$ cat config.mk
export PLATFORM = sky130hd
export DESIGN_NAME = ins_bundle_queue
export DESIGN_NICKNAME = d
export VERILOG_FILES = /design/src/rtl/ins_bundle_queue.sv
export SDC_FILE = /design/constraint.sdc
export NUM_CORES = 1
export LEC_CHECK = 0
export CORE_ASPECT_RATIO = 0.6
export CORE_MARGIN = 5
export CORE_UTILIZATION = 35
export CTS_CLUSTER_SIZE = 12
export DETAILED_ROUTE_END_ITERATION = 8
export SYNTH_ARGS = -nofsm -noshare
export SYNTH_HDL_FRONTEND = slang
export SYNTH_SLANG_ARGS = --single-unit
$ cat constraint.sdc
create_clock -name clk -period 10.93 [get_ports clk]
set_input_delay 3.279 -clock clk [delete_from_list [all_inputs] [get_ports clk]]
set_output_delay 3.279 -clock clk [all_outputs]
set_load 0.005 [all_outputs]
$ cat src/rtl/ins_bundle_queue.sv
// Bundle FIFO in front of the load/store swap stage: splits each head bundle into
// issue passes that carry at most one load/store, and flags that slot for the swap.
module ins_bundle_queue #(
    parameter int unsigned des       = 4,
    parameter int unsigned source1   = 4,
    parameter int unsigned source2   = 4,
    parameter int unsigned immediate = 5,
    parameter int unsigned branch_id = 3,
    parameter int unsigned DEPTH     = 4,
    parameter logic [3:0]  LD_OP     = 4'd8,
    parameter logic [3:0]  ST_OP     = 4'd9,
    localparam int unsigned IW = 1 + des + source1 + source2 + 4 + branch_id + immediate,
    localparam int unsigned PW = $clog2(DEPTH),
    localparam int unsigned CW = PW + 1
) (
    input  logic            clk,
    input  logic            rst_n,
    input  logic            flush,
    input  logic            in_valid,
    output logic            in_ready,
    input  logic [4*IW-1:0] in_ins,
    output logic            out_valid,
    input  logic            out_ready,
    output logic [4*IW-1:0] out_ins,
    output logic [3:0]      out_swap,
    output logic            out_last,
    output logic [CW-1:0]   count
);

    localparam int unsigned OP_LSB = immediate + branch_id;

    logic [4*IW-1:0] mem_q [DEPTH];
    logic [PW-1:0]   wr_ptr_q, wr_ptr_d;
    logic [PW-1:0]   rd_ptr_q, rd_ptr_d;
    logic [CW-1:0]   count_q, count_d;
    logic [3:0]      issued_q, issued_d;

    logic [4*IW-1:0] head;
    logic [3:0]      slot_vld, slot_mem, pend, pend_mem, mem_pick, pass;
    logic            last, in_any_vld, push, fire, pop;

    // Pass selection from head entry and issued mask
    always_comb begin
        head     = mem_q[rd_ptr_q];
        slot_vld = '0;
        slot_mem = '0;
        for (int k = 0; k < 4; k++) begin
            slot_vld[k] = head[k*IW + IW - 1];
            slot_mem[k] = slot_vld[k] &
                          ((head[k*IW + OP_LSB +: 4] == LD_OP) ||
                           (head[k*IW + OP_LSB +: 4] == ST_OP));
        end
        pend     = slot_vld & ~issued_q;
        pend_mem = pend & slot_mem;
        // Isolate the lowest pending memory slot
        mem_pick = pend_mem & 4'(~pend_mem + 4'd1);
        pass     = (pend & ~slot_mem) | mem_pick;
        last     = ((pend & ~pass) == 4'd0);
    end

    // Output drive; an empty queue presents an all-zero pass
    always_comb begin
        out_ins   = '0;
        out_swap  = '0;
        out_last  = 1'b0;
        out_valid = (count_q != '0) & ~flush;
        in_ready  = (count_q < CW'(DEPTH));
        count     = count_q;
        if (count_q != '0) begin
            out_ins = head;
            for (int k = 0; k < 4; k++) begin
                out_ins[k*IW + IW - 1] = pass[k];
            end
            out_swap = pass & slot_mem;
            out_last = last;
        end
    end

    // Next-state for pointers, occupancy and issued mask
    always_comb begin
        in_any_vld = 1'b0;
        for (int k = 0; k < 4; k++) begin
            in_any_vld = in_any_vld | in_ins[k*IW + IW - 1];
        end
        push     = in_valid & in_ready & in_any_vld;
        fire     = out_valid & out_ready;
        pop      = fire & last;
        wr_ptr_d = wr_ptr_q;
        rd_ptr_d = rd_ptr_q;
        count_d  = count_q;
        issued_d = issued_q;
        if (flush) begin
            wr_ptr_d = '0;
            rd_ptr_d = '0;
            count_d  = '0;
            issued_d = '0;
        end else begin
            if (push) begin
                wr_ptr_d = PW'(wr_ptr_q + PW'(1));
            end
            if (pop) begin
                rd_ptr_d = PW'(rd_ptr_q + PW'(1));
                issued_d = '0;
            end else if (fire) begin
                issued_d = issued_q | pass;
            end
            count_d = CW'(count_q + CW'(push) - CW'(pop));
        end
    end

    always_ff @(posedge clk or negedge rst_n) begin
        if (!rst_n) begin
            wr_ptr_q <= '0;
            rd_ptr_q <= '0;
            count_q  <= '0;
            issued_q <= '0;
        end else begin
            wr_ptr_q <= wr_ptr_d;
            rd_ptr_q <= rd_ptr_d;
            count_q  <= count_d;
            issued_q <= issued_d;
        end
    end

    // Bundle storage; contents are don't-care until counted in
    always_ff @(posedge clk) begin
        if (push && !flush) begin
            mem_q[wr_ptr_q] <= in_ins;
        end
    end

endmodule

After elaboration in Yosys (flattened, before gate mapping)
Memory sizes are Yosys's and may differ from the RTL's.
Index checks and enable logic that the tools add are counted.
{ "totals": {"memories": 1, "regBits": 11, "word_cells": 68, "in_bits": 105, "out_inout_bits": 110, "ram_bits": 400} }
{ "op_classes": {"magnitude_cmp": 1, "n_reduce_logical": 11, "eq_ne": 8, "n_mux": 13, "add_sub_neg": 5, "bitwise": 25} }
{ "mem_list": {"columns": ["memory", "words", "word_bits", "rd", "rd_ports_with_merged_regs", "wr", "line", "source"], "rows": [
  ["mem_q", 4, 100, 1, 0, 1, "32", "logic [4*IW-1:0] mem_q [DEPTH];"]
]} }
{ "op_table": {"columns": ["op", "n"], "rows": [
  ["100-bit 2-to-1 mux", 1],
  ["4-bit equality test (second input constant)", 8],
  ["4-bit bitwise AND", 6],
  ["4-bit 2-to-1 mux", 4],
  ["4-bit NOT", 4],
  ["1-bit bitwise AND", 9],
  ["2-bit 2-to-1 mux", 4],
  ["4-bit bitwise OR", 2],
  ["3-bit nonzero test", 2],
  ["2-bit by 1-bit adder with 2-bit output (second input constant)", 2],
  ["4-bit by 1-bit adder with 4-bit output (second input constant)", 1],
  ["4-bit zero test", 1],
  ["1-bit logical OR", 4],
  ["2-bit nonzero test", 2],
  ["3-bit by 1-bit adder with 3-bit output", 1],
  ["3-bit < comparator (second input constant)", 1],
  ["1-bit 2-to-1 mux", 3],
  ["3-bit 2-to-1 mux", 1],
  ["1-bit bitwise OR", 3],
  ["3-bit by 1-bit subtractor with 3-bit output", 1],
  ["1-bit logical AND", 1],
  ["1-bit zero test", 1],
  ["1-bit NOT", 1]
]} }

Depth between registers and ports, before layout
Gate-level depths: netlist (run 1).
An unclocked memory read counts as a cell.
{ "logic_depth": {"ltp_word": 15, "ltp_mapped": 16, "mapped_depth_nobuf": 13} }

Worst setup path after synthesis (run 1)
OpenSTA, ideal clock, no wires.
{ "synth_path": {"path_kind": "input to output", "start": "input port flush", "end": "output port out_valid", "required_ns": 7.651, "stages": 1, "arrival_time_ns": 3.405, "setup_slack_ns": 4.246, "path_buffers": 0, "path_cell_list": "nor2_1"} }
{ "synth_via": {"elab_chain_cells": 2} }
{ "synth_rtl": {"columns": ["element", "line", "source"], "rows": [
  ["start: declaration", "18", "input logic flush,"],
  ["1-bit NOT", "66", "out_valid = (count_q != '0) & ~flush;"],
  ["1-bit bitwise AND", "66", null],
  ["end: declaration", "22", "output logic out_valid,"]
]} }
No other way between the ends.

Final worst setup path (run 1)
Ends and elaborated chain as after synthesis.

==> results of run 1 <==
==> cell families (layout without fill, tap and decap cells) <==
group	after synthesis	count (layout)	synth area share, %
other	0	1	0
XOR/XNOR	3	3	0.165
buffers and inverters	45	306	1.36
adder cells (fa/ha/maj)	7	7	0.596
AO/OA/AOI/OAI	15	15	0.831
flip-flops	411	411	77.0
multiplexers	106	106	14.3
AND/OR/NAND/NOR	148	148	5.82
==> cells in the mapped netlist, drive strengths merged (5+ instances only) <==
cell and n:
nor3 8, mux4 97, inv 9, dfrtp 11
ha 6, and2 6, nand2 5, nand2b 5
nor2b 98, mux2i 6, edfxtp 400, clkbuf 19
buf 17, nor2 13
==> metal layers <==
metal | up-vias | share of wire, % | global-route usage (%)
li1 | 3440 | - | -
met1 | 4023 | 45 | 18.8
met5 | - | 0.10 | 0
met3 | 45 | 6.4 | 3.85
met2 | 167 | 47 | 21.6
met4 | 6 | 1.5 | 2.72
==> worst min path at each step <==
stage,startpoint,endpoint,slack (ps)
after CTS,issued_q[3],issued_q[3],550
final,issued_q[3],issued_q[3],540
after global routing,issued_q[3],issued_q[3],580
after detailed placement,issued_q[3],issued_q[3],540
after global placement,issued_q[3],issued_q[3],520
after floorplan,issued_q[0],issued_q[0],500
==> power breakdown <==
| group | switching (mW) | internal (mW) | leakage [nW] | total (mW) |
|---|---|---|---|---|
| combinational | 0.551 | 0.724 | 1.83 | 1.28 |
| sequential | 0.0715 | 1.82 | 3.77 | 1.89 |
| clock | 0.569 | 0.812 | 0.637 | 1.38 |
==> registers in the layout, summed over array words and instances, names as in the netlist <==
name / count
wr_ptr_q: 2
mem_q: 400
rd_ptr_q: 2
issued_q: 4
count: 3
==> worst max-delay path, cell delays in order <==
cell and delay (ps):
clkdlybuf4s50_1 700, nor2_1 240, clkdlybuf4s50_1 520
==> layout make-up <==
type	instances	area (sq um)
fill	3818	24900
antenna	1	2.50
inverter	9	33.8
tap	589	737
clock buffer	61	1160
multi-input combinational	279	3480
sequential	411	12300
timing repair buffer	223	2220
clock inverter	13	154
==> through the flow <==
step / cells / setup slack [ps] / cell area, sq um / utilization (%) / hold slack (ps)
after floorplan: 735 / 4250 / 16000 / - / 498
after global placement: 1511 / 2920 / 18800 / 41.7 / 524
after detailed placement: 1511 / 2890 / 18800 / 41.7 / 537
after CTS: 1585 / 2900 / 20100 / 44.7 / 550
after global routing: 1586 / 2810 / 20100 / 44.7 / 579
final: 1586 / 2910 / 20100 / 44.7 / 540
==> impl_results.md, run 1 <==
- Status: completed
- Clk_lat worst skew: approximately 540 ps
- Post-synth top flop: edfxtp_1
- Critical Path End Type: output port
- CTS Hold Bufs: 0
- Async set or reset register ratio after synthesis: under 10%
- # setup viols final: 0
- Period utilization: 73.4%
- Number of port buffers: between 200 and 250
- Syn_area_per_cell: between 20 and 25 sq um
- Pwr dens: roughly 230 nW/um^2
- Clock Tree Buf Depth: 3
- RSZ-0062 raised after global routing: no
- Detailed placement HPWL: 19900 um
- CTS tree: yes
- Vias per std cell: 4.84
- Antenna violations before repair: 4
- Std cell rows: 60
- Drt total wl: around 34000 um
- Mapped Area: approximately 16000 sq um
- CP Data Required Time: approximately 7700 ps
- Vias in the first global route: approximately 8400
- Cells on Worst Hold Path: 2
- Worst Tran Pin Value: ~1000 ps
- Reg2reg setup slack: 6240 ps
- Top cells by area, synth: edfxtp_1 (75%), mux4_2 (14%), nor2b_1 (3.8%), dfrtp_1 (1.7%), ha_1 (0.47%)
- Biggest area consumer among synthesized cells: edfxtp_1
- Worst setup SP type: primary input
- Die area: 50100 sq um
- Fmax: 125 MHz
- Yosys top cell area share: 75.2%
- Max-slew violations: 0
- CP Data Arrival Time: approximately 4800 ps
- DRT iter0 DRCs: 398
- CP endpoint: out_valid
- Reg2reg start: rd_ptr_q[1]
- Critical path peak fanout: 13
- GPL Wtd Cong: 0.749
- Yosys warning count: 0
- Root Driver: clkbuf_16
- Starting Density: a little over a third
- Clock-pin slew of the registers on the worst-case setup and hold paths: around 60 ps
- Reg2Reg Depth: 14
- Setup Fix Bufs, Post-CTS: 0
- Synth cell types: 47
- Sequential element share of the synthesized area: between 70 and 80%
- WL per Instance: approximately 22 um
- Final Total Pwr: 4.54 mW
- Most frequent cells in the layout: edfxtp_1 (400), clkdlybuf4s50_1 (214), nor2b_1 (98)
- Minimum clock period: around 8000 ps
- CTS Buf Count: 43
- Mapped Nets: 847
- Via count: slightly below 8000
- Setup CP Type: primary input to output port
- Io pins: approximately 220
- GRT Overall Usage: between 10% and 20%
- Die width: 286 um
- Drt drc: 0
- Worst Setup SP: flush
- Post-cts resize count: 0
- Clk_skew: around 17 ps
- Commonest non-fill, non-tap cell in the layout: edfxtp_1
- Core Area: 45000 sq um
- Register bit total from synthesis: 411
- LEAKAGE: between 6 and 7 nW
- CTS H-tree lvls: 2
- CTS Sinks: about 410
- Final hold vios: 0
- Post-synth EDFFs: 400
- First-pass DRT Iterations: 5
- MaxCap Viol Count: 0
- Post-Synthesis Cells: between 700 and 800
- Largest net degree at the start of global routing: 70
- GRT overflow: 0
- Antenna viol nets, final: 0
- Layout cells sized above 1: around a fifth
- Min-delay worst type: flip-flop to flip-flop
- Area growth syn-to-layout: 25.8%
- Final nets: 1079
- Worst relative slew slack: between 30% and 40%
- Global-route wire length before repair: between 50000 and 60000 um
- RR Endpoint: count[2]
- Height of the die: 175 um
- Setup TNS: 0 ps
- VDD IR-drop max: 0.000140 V
No activity file was read; power rests on OpenSTA's default activity.
==> run 2: changes to the inputs <==
==> constraint.sdc (replaced) <==
create_clock -name clk -period 6.9 [get_ports clk]
set_input_delay 2.07 -clock clk [delete_from_list [all_inputs] [get_ports clk]]
set_output_delay 2.07 -clock clk [all_outputs]
set_load 0.005 [all_outputs]
==> run 2 against run 1 <==
Power up 56%. Die area unchanged. Sequential cell count unchanged. Clock power up 49%. Global-route usage up 0.24 points. Routed wire length up 1.2%. Via count up 0.22%. Worst hold slack better by 7.1 ps. Worst setup slack worse by 1900 ps. Clock skew down 6.8 ps. Register-to-register slack worse by 3500 ps. Largest cell class unchanged.
==> impl_results.md, run 2 (synthesized netlist as in run 1, its figures left out) <==
- Status: completed
- Final hold vios: 0 (unchanged)
- Layout cells sized above 1: 18.7% (-0.11 points)
- Clk_lat worst skew: 530 ps (about the same)
- Most frequent cells in the layout: edfxtp_1 (400), clkdlybuf4s50_1 (214), nor2b_1 (98)
- Clock-pin slew of the registers on the worst-case setup and hold paths: 60 ps (about the same)
- Reg2reg setup slack: 2760 ps (-3480 ps)
- Root Driver: clkbuf_16
- Setup TNS: 0 ps (unchanged)
- Setup Fix Bufs, Post-CTS: 0 (unchanged)
- Max-slew violations: 0 (unchanged)
- Pwr dens: 353 nW/um^2 (+56%)
- RSZ-0062 raised after global routing: no
- Clock Tree Buf Depth: 3 (unchanged)
- Clk pwr share: 29.1% (-1.3 points)
- GPL Wtd Cong: 0.705 (-5.9%)
- Drt total wl: 34500 um (+1.2%)
- WL per Instance: 21.9 um (+1.6%)
- Worst relative slew slack: 49.0% (+18 points)
- First-pass DRT Iterations: 4 (-1)
- Core Area: 45000 sq um (unchanged)
- Logic pwr share: 28.8% (+0.7 points)
- CTS H-tree lvls: 2 (unchanged)
- Minimum clock period: between 5000 and 6000 ps
- Via count: 7698 (+0.22%)
- CTS Hold Bufs: 0 (unchanged)
- CTS tree: yes
- Die width: 286 um (unchanged)
- Critical path peak fanout: 37 (+24)
- P_sw: 1.87 mW (+57%)
- Period utilization: 84.9%
- Antenna violations before repair: 2 (-2)
- CP Data Required Time: 4830 ps (-2820 ps)
- Post-cts resize count: 0 (unchanged)
- Final nets: 1082 (+0.28%)
- Fmax: between 150 and 200 MHz
- Area growth syn-to-layout: 25.6%
- GRT overflow: 0 (unchanged)
- Vias per std cell: 4.87 (+0.60%)
- Switching share of total power: 26.4% (+0.19 points)
- Global-route wire length before repair: 52800 um (+1.4%)
- CP Data Arrival Time: 3790 ps (-960 ps)
- DRT iter0 DRCs: 404 (+1.5%)
- Starting Density: 35.5% (unchanged)
- VDD IR-drop max: 0.000311 V (+120%)
- Height of the die: 175 um (unchanged)
- GRT Overall Usage: 13.8% (+0.24 points)
- # setup viols final: 0 (unchanged)
- Critical-path cell list: buf_4 -> nor2_1 -> a22oi_1 -> and2b_4 -> a211oi_2 -> nor2_1 -> nor2_1 -> clkdlybuf4s50_1
- Sequential share of power: 42.1% (+0.5 points)
- Largest register FFs: 400 (unchanged)
- Number of port buffers: 214 (unchanged)
- LEAKAGE: 6.22 nW (-0.26%)
- Worst Tran Pin Value: 765 ps (-276 ps)
- Min-delay worst type: flip-flop to flip-flop
- Die area: 50100 sq um (unchanged)
- Worst setup SP type: flip-flop
- Io pins: 215 (unchanged)
- Largest net degree at the start of global routing: 106 (+51%)
- Antenna viol nets, final: 0 (unchanged)
- Setup CP Type: flip-flop to output port
- Fin Hold WS: 547 ps (+7.08 ps)
- Peak per-stage delay on the critical path: 890 ps (+190 ps)
- Commonest non-fill, non-tap cell in the layout: edfxtp_1
- Biggest register: mem_q
- Std cell rows: 60 (unchanged)
- Critical Path End Type: output port
- Antenna cell count: 0 (-1)
- Most frequent CP cell: nor2_1
- CP max stage cell: dfrtp_4
- Internal: 5.20 mW (+55%)
- Final core occ: 44.6% (-0.067 points)
- CTS Buf Count: 42 (-2.3%)
- Filler cells: 3790 (-0.73%)
- Vias in the first global route: 8410 (-0.036%)
- CTS Sinks: 411 (unchanged)
- Drt drc: 0 (unchanged)
- Detailed placement HPWL: 20400 um (+2.4%)
- MaxCap Viol Count: 0 (unchanged)
- Clk_skew: 9.80 ps (-6.81 ps)
## run 2: changes by cell type in the layout (fill, tap and decap cells not counted)
cell | previous run | this run
buf_12 | 1 | 5
clkbuf_1 | 17 | 13
bufinv_16 | 3 | 0
clkinv_2 | 4 | 1
clkbuf_16 | 44 | 45
clkinv_1 | 3 | 4
clkinv_8 | 1 | 0
diode_2 | 1 | 0
## run 2: area by class of cell
| class | count | area [sq um] | share of cell area [%] |
|---|---|---|---|
| clock buffer | 58 | 1170 | 5.86 |
| clock inverter | 7 | 36.3 | 0.181 |
| inverter | 9 | 33.8 | 0.168 |
| multi-input combinational | 279 | 3480 | 17.3 |
| sequential | 411 | 12300 | 61.3 |
| tap | 589 | 737 | 3.67 |
| timing repair buffer | 227 | 2300 | 11.5 |
## run 2: critical path, delay by kind of cell (launching register included)
family	cells	cell delay [ps]
DFF	1	890
buffers and inverters	2	1130
AOI/OAI and AO/OA	2	610
and+or+nand+nor	4	590
## run 2: final timing paths
path | depth (start not counted) | from | end
setup / recovery | 8 | rd_ptr_q[0] | out_last
hold / removal | 2 | issued_q[3] | issued_q[3]
setup reg to reg | 14 | rd_ptr_q[0] | count[2]
hold reg to reg | 2 | issued_q[3] | issued_q[3]
max in group asynchronous | 1 | rst_n | rd_ptr_q[0]
min in group asynchronous | 1 | rst_n | count[2]
## run 2: routing by layer
layer | routed length, um | global-route usage [%] | vias to the layer above
met1 | 15600 | 19.6 | 4028
met2 | 16200 | 21.7 | 176
met4 | 562 | 2.98 | 4
li1 | - | - | 3435
met3 | 2130 | 3.44 | 55
met5 | 21 | 0 | -
## run 2: metrics by stage
stage | instance area, sq um | setup WS, ps | cells | power, mW
after floorplan | 16000 | 1520 | 735 | 4.04
after global placement | 18800 | 1300 | 1515 | 5.12
after detailed placement | 18800 | 1280 | 1515 | 5.13
after CTS | 20100 | 906 | 1580 | 7.21
after global routing | 20100 | 658 | 1580 | 7.46
final | 20100 | 1040 | 1580 | 7.07
## run 2: power groups by stage
stage / Combinational (mW) / Sequential (mW) / Clock, mW
4_1_cts: 2.11 / 2.98 / 2.12
2_1_floorplan: 1.07 / 2.96 / 0
5_1_grt: 2.22 / 3.00 / 2.23
3_5_place_dp: 2.09 / 3.04 / 0
3_3_place_gp: 2.09 / 3.03 / 0
6_report: 2.04 / 2.98 / 2.06
==> run 3: changes to the inputs <==
==> constraint.sdc (replaced) <==
create_clock -name clk -period 5.7 [get_ports clk]
set_input_delay 1.71 -clock clk [delete_from_list [all_inputs] [get_ports clk]]
set_output_delay 1.71 -clock clk [all_outputs]
set_load 0.005 [all_outputs]
==> run 3 against run 2 <==
Cell count is 0.57% higher. First-iteration DRC count up 2.5%. Count of clock-buffer cells in the layout down 1. Routed wire length grew 0.15%. Sequential power increased by 20%. Via count is 0.22% lower. Die area unchanged. Critical endpoint is now out_swap[3]. Register-to-register slack worse by 760 ps. Sequential share of layout area fell by 0.22 points. Critical path depth fell by 3. Highest routed layer unchanged. Largest cell class unchanged. Worst hold slack better by 30 ps.
==> impl_results.md, run 3 (synthesized netlist as in run 1, its figures left out) <==
- Status: completed
- Critical Path End Type: output port
- Post-cts resize count: 0 (unchanged)
- Global-route wire length before repair: 52700 um (-0.30%)
- Critical-path cell list: mux4_2 -> nor3b_2 -> and2_4 -> nor4b_1 -> clkdlybuf4s50_1
- Fmax: roughly 190 MHz
- Clock Tree Buf Depth: 3 (unchanged)
- GR Util met1: 19.2% (-0.40 points)
- Biggest register: mem_q
- Number of port buffers: 214 (unchanged)
- CP max stage cell: dfrtp_4
- Fin Hold WS: 577 ps (+29.9 ps)
- # setup viols final: 0 (unchanged)
- Clk_lat worst skew: 540 ps (about the same)
- Cell Area, Placed: 18900 sq um (+0.40%)
- Critical path peak fanout: 29 (-22%)
- Final Total Pwr: 8.57 mW (+21%)
- Most frequent cells in the layout: edfxtp_1 (400), clkdlybuf4s50_1 (214), nor2b_1 (98)
- Antenna viol nets, final: 0 (unchanged)
- Detailed placement HPWL: 21900 um (+7.4%)
- Minimum clock period: 5170 ps
- Min-delay worst type: flip-flop to flip-flop
- Vias in the first global route: 8465 (+0.65%)
- Die area: 50100 sq um (unchanged)
- CTS Buf Count: 42 (unchanged)
- Drt total wl: 34600 um (+0.15%)
- Std cell rows: 60 (unchanged)
- GRT overflow: 0 (unchanged)
- Dpl ws: 1030 ps (-254 ps)
- LEAKAGE: 6.28 nW (+0.91%)
- Reg2reg start: rd_ptr_q[1]
- VDD IR-drop max: 0.000220 V (-29%)
- CP Data Arrival Time: 3460 ps (-330 ps)
- Gr busiest metal: met2
- Period utilization: 90.6%
- Peak per-stage delay on the critical path: 720 ps (-170 ps)
- Cell area after layout: 20100 sq um (+0.37%)
- WHS Endpoint: issued_q[3]
- GPL Wtd Cong: 0.765 (+8.5%)
- Layout cells sized above 1: 19.9% (+1.2 points)
- Core Area: 45000 sq um (unchanged)
- WL per Instance: 21.8 um (-0.42%)
- Grt met3 use: 3.50% (+0.065 points)
- Critical path buffers and inverters: 1 (-1)
- Reg2Reg Depth: 13 (-1)
- Largest net degree at the start of global routing: 55 (-48%)
- Final core occ: 44.8% (+0.16 points)
- Clock-pin slew of the registers on the worst-case setup and hold paths: 60 ps (about the same)
- Max-slew violations: 0 (unchanged)
- Worst relative slew slack: 56.8% (+7.9 points)
- Worst Tran Pin Value: 647 ps (-118 ps)
- Root Driver: clkbuf_16
- Worst setup SP type: flip-flop
- RR Endpoint: count[2]
- Clk_skew: 13.0 ps (+3.20 ps)
- Area growth syn-to-layout: 26.1%
- Io pins: 215 (unchanged)
- GRT Overall Usage: 13.7% (-0.12 points)
- Commonest non-fill, non-tap cell in the layout: edfxtp_1
- Non-Filler Instances: 1589 (+0.57%)
- Reg2reg setup slack: 2000 ps (-760 ps)
- Cells on Worst Hold Path: 2 (unchanged)
- Setup Fix Bufs, Post-CTS: 0 (unchanged)
- Height of the die: 175 um (unchanged)
- Final hold vios: 0 (unchanged)
- Via count: 7681 (-0.22%)
- CP Data Required Time: 3990 ps (-840 ps)
- Final setup margin: 534 ps (-506 ps)
- Antenna cell count: 0 (unchanged)
- Setup TNS: 0 ps (unchanged)
- Setup CP Type: flip-flop to output port
- Drt drc: 0 (unchanged)
- Largest register FFs: 400 (unchanged)
- CTS Sinks: 411 (unchanged)
- CTS H-tree lvls: 2 (unchanged)
- Pwr dens: 426 nW/um^2 (+21%)
- Cell class contributing the biggest share of worst-path delay: simple AND/OR/NAND/NOR gates
- Vias per std cell: 4.83 (-0.79%)
- Dpl cells: 1525 (+0.66%)
- Die width: 286 um (unchanged)
- Worst Min Path Start: issued_q[3]
- CTS tree: yes
- First-pass DRT Iterations: 5 (+1)
- RSZ-0062 raised after global routing: no
- CTS Hold Bufs: 0 (unchanged)
- MaxCap Viol Count: 0 (unchanged)
- Met2 GRT Util: 21.8% (+0.060 points)
- Antenna violations before repair: 3 (+1)
- DRT iter0 DRCs: 414 (+2.5%)
- Starting Density: 35.5% (unchanged)
- Final nets: 1092 (+0.92%)
## run 3: cell types whose count changed in the layout (fill, tap and decap cells not counted), sizes merged
cell,previous run,this run
buf,13,23
clkbuf,58,57
clkinv,5,7
clkinvlp,1,0
inv,10,9
## run 3: layout make-up
class	count	area (sq um)
Inverter	9	33.8
Sequential cell	411	12300
Timing Repair Buffer	237	2380
Multi-Input combinational cell	279	3480
Fill cell	3786	24800
Clock buffer	57	1150
Tap cell	589	737
Clock inverter	7	61.3
## run 3: how the worst max path moves through the flow
| stage | from | end | cells past startpoint |
|---|---|---|---|
| final | rd_ptr_q[0] | out_swap[3] | 5 |
| after global routing | rd_ptr_q[1] | out_last | 7 |
| after CTS | rd_ptr_q[1] | out_last | 7 |
| after detailed placement | flush | out_valid | 4 |
| after global placement | flush | out_valid | 4 |
| after floorplan | in_ins[24] | mem_q[0][0] | 5 |
## run 3: power by group
part	switching [mW]	leakage (nW)	internal [mW]	total, mW
Combinational	1.12	1.92	1.40	2.52
Clock	1.08	0.592	1.40	2.48
Sequential	0.0936	3.77	3.48	3.58
Total	2.29	6.28	6.29	8.57
## run 3: tightest hold or removal path, cell delays in order (launching register included)
cell and delay, ps:
dfrtp_1 380, a31oi_1 60, nor3_2 90
## run 3: per-layer routing
layer / share of wire [%] / wire length, um
met1: 46 / 15800
met2: 47 / 16300
met3: 5.5 / 1910
met4: 1.5 / 523
met5: 0.11 / 37
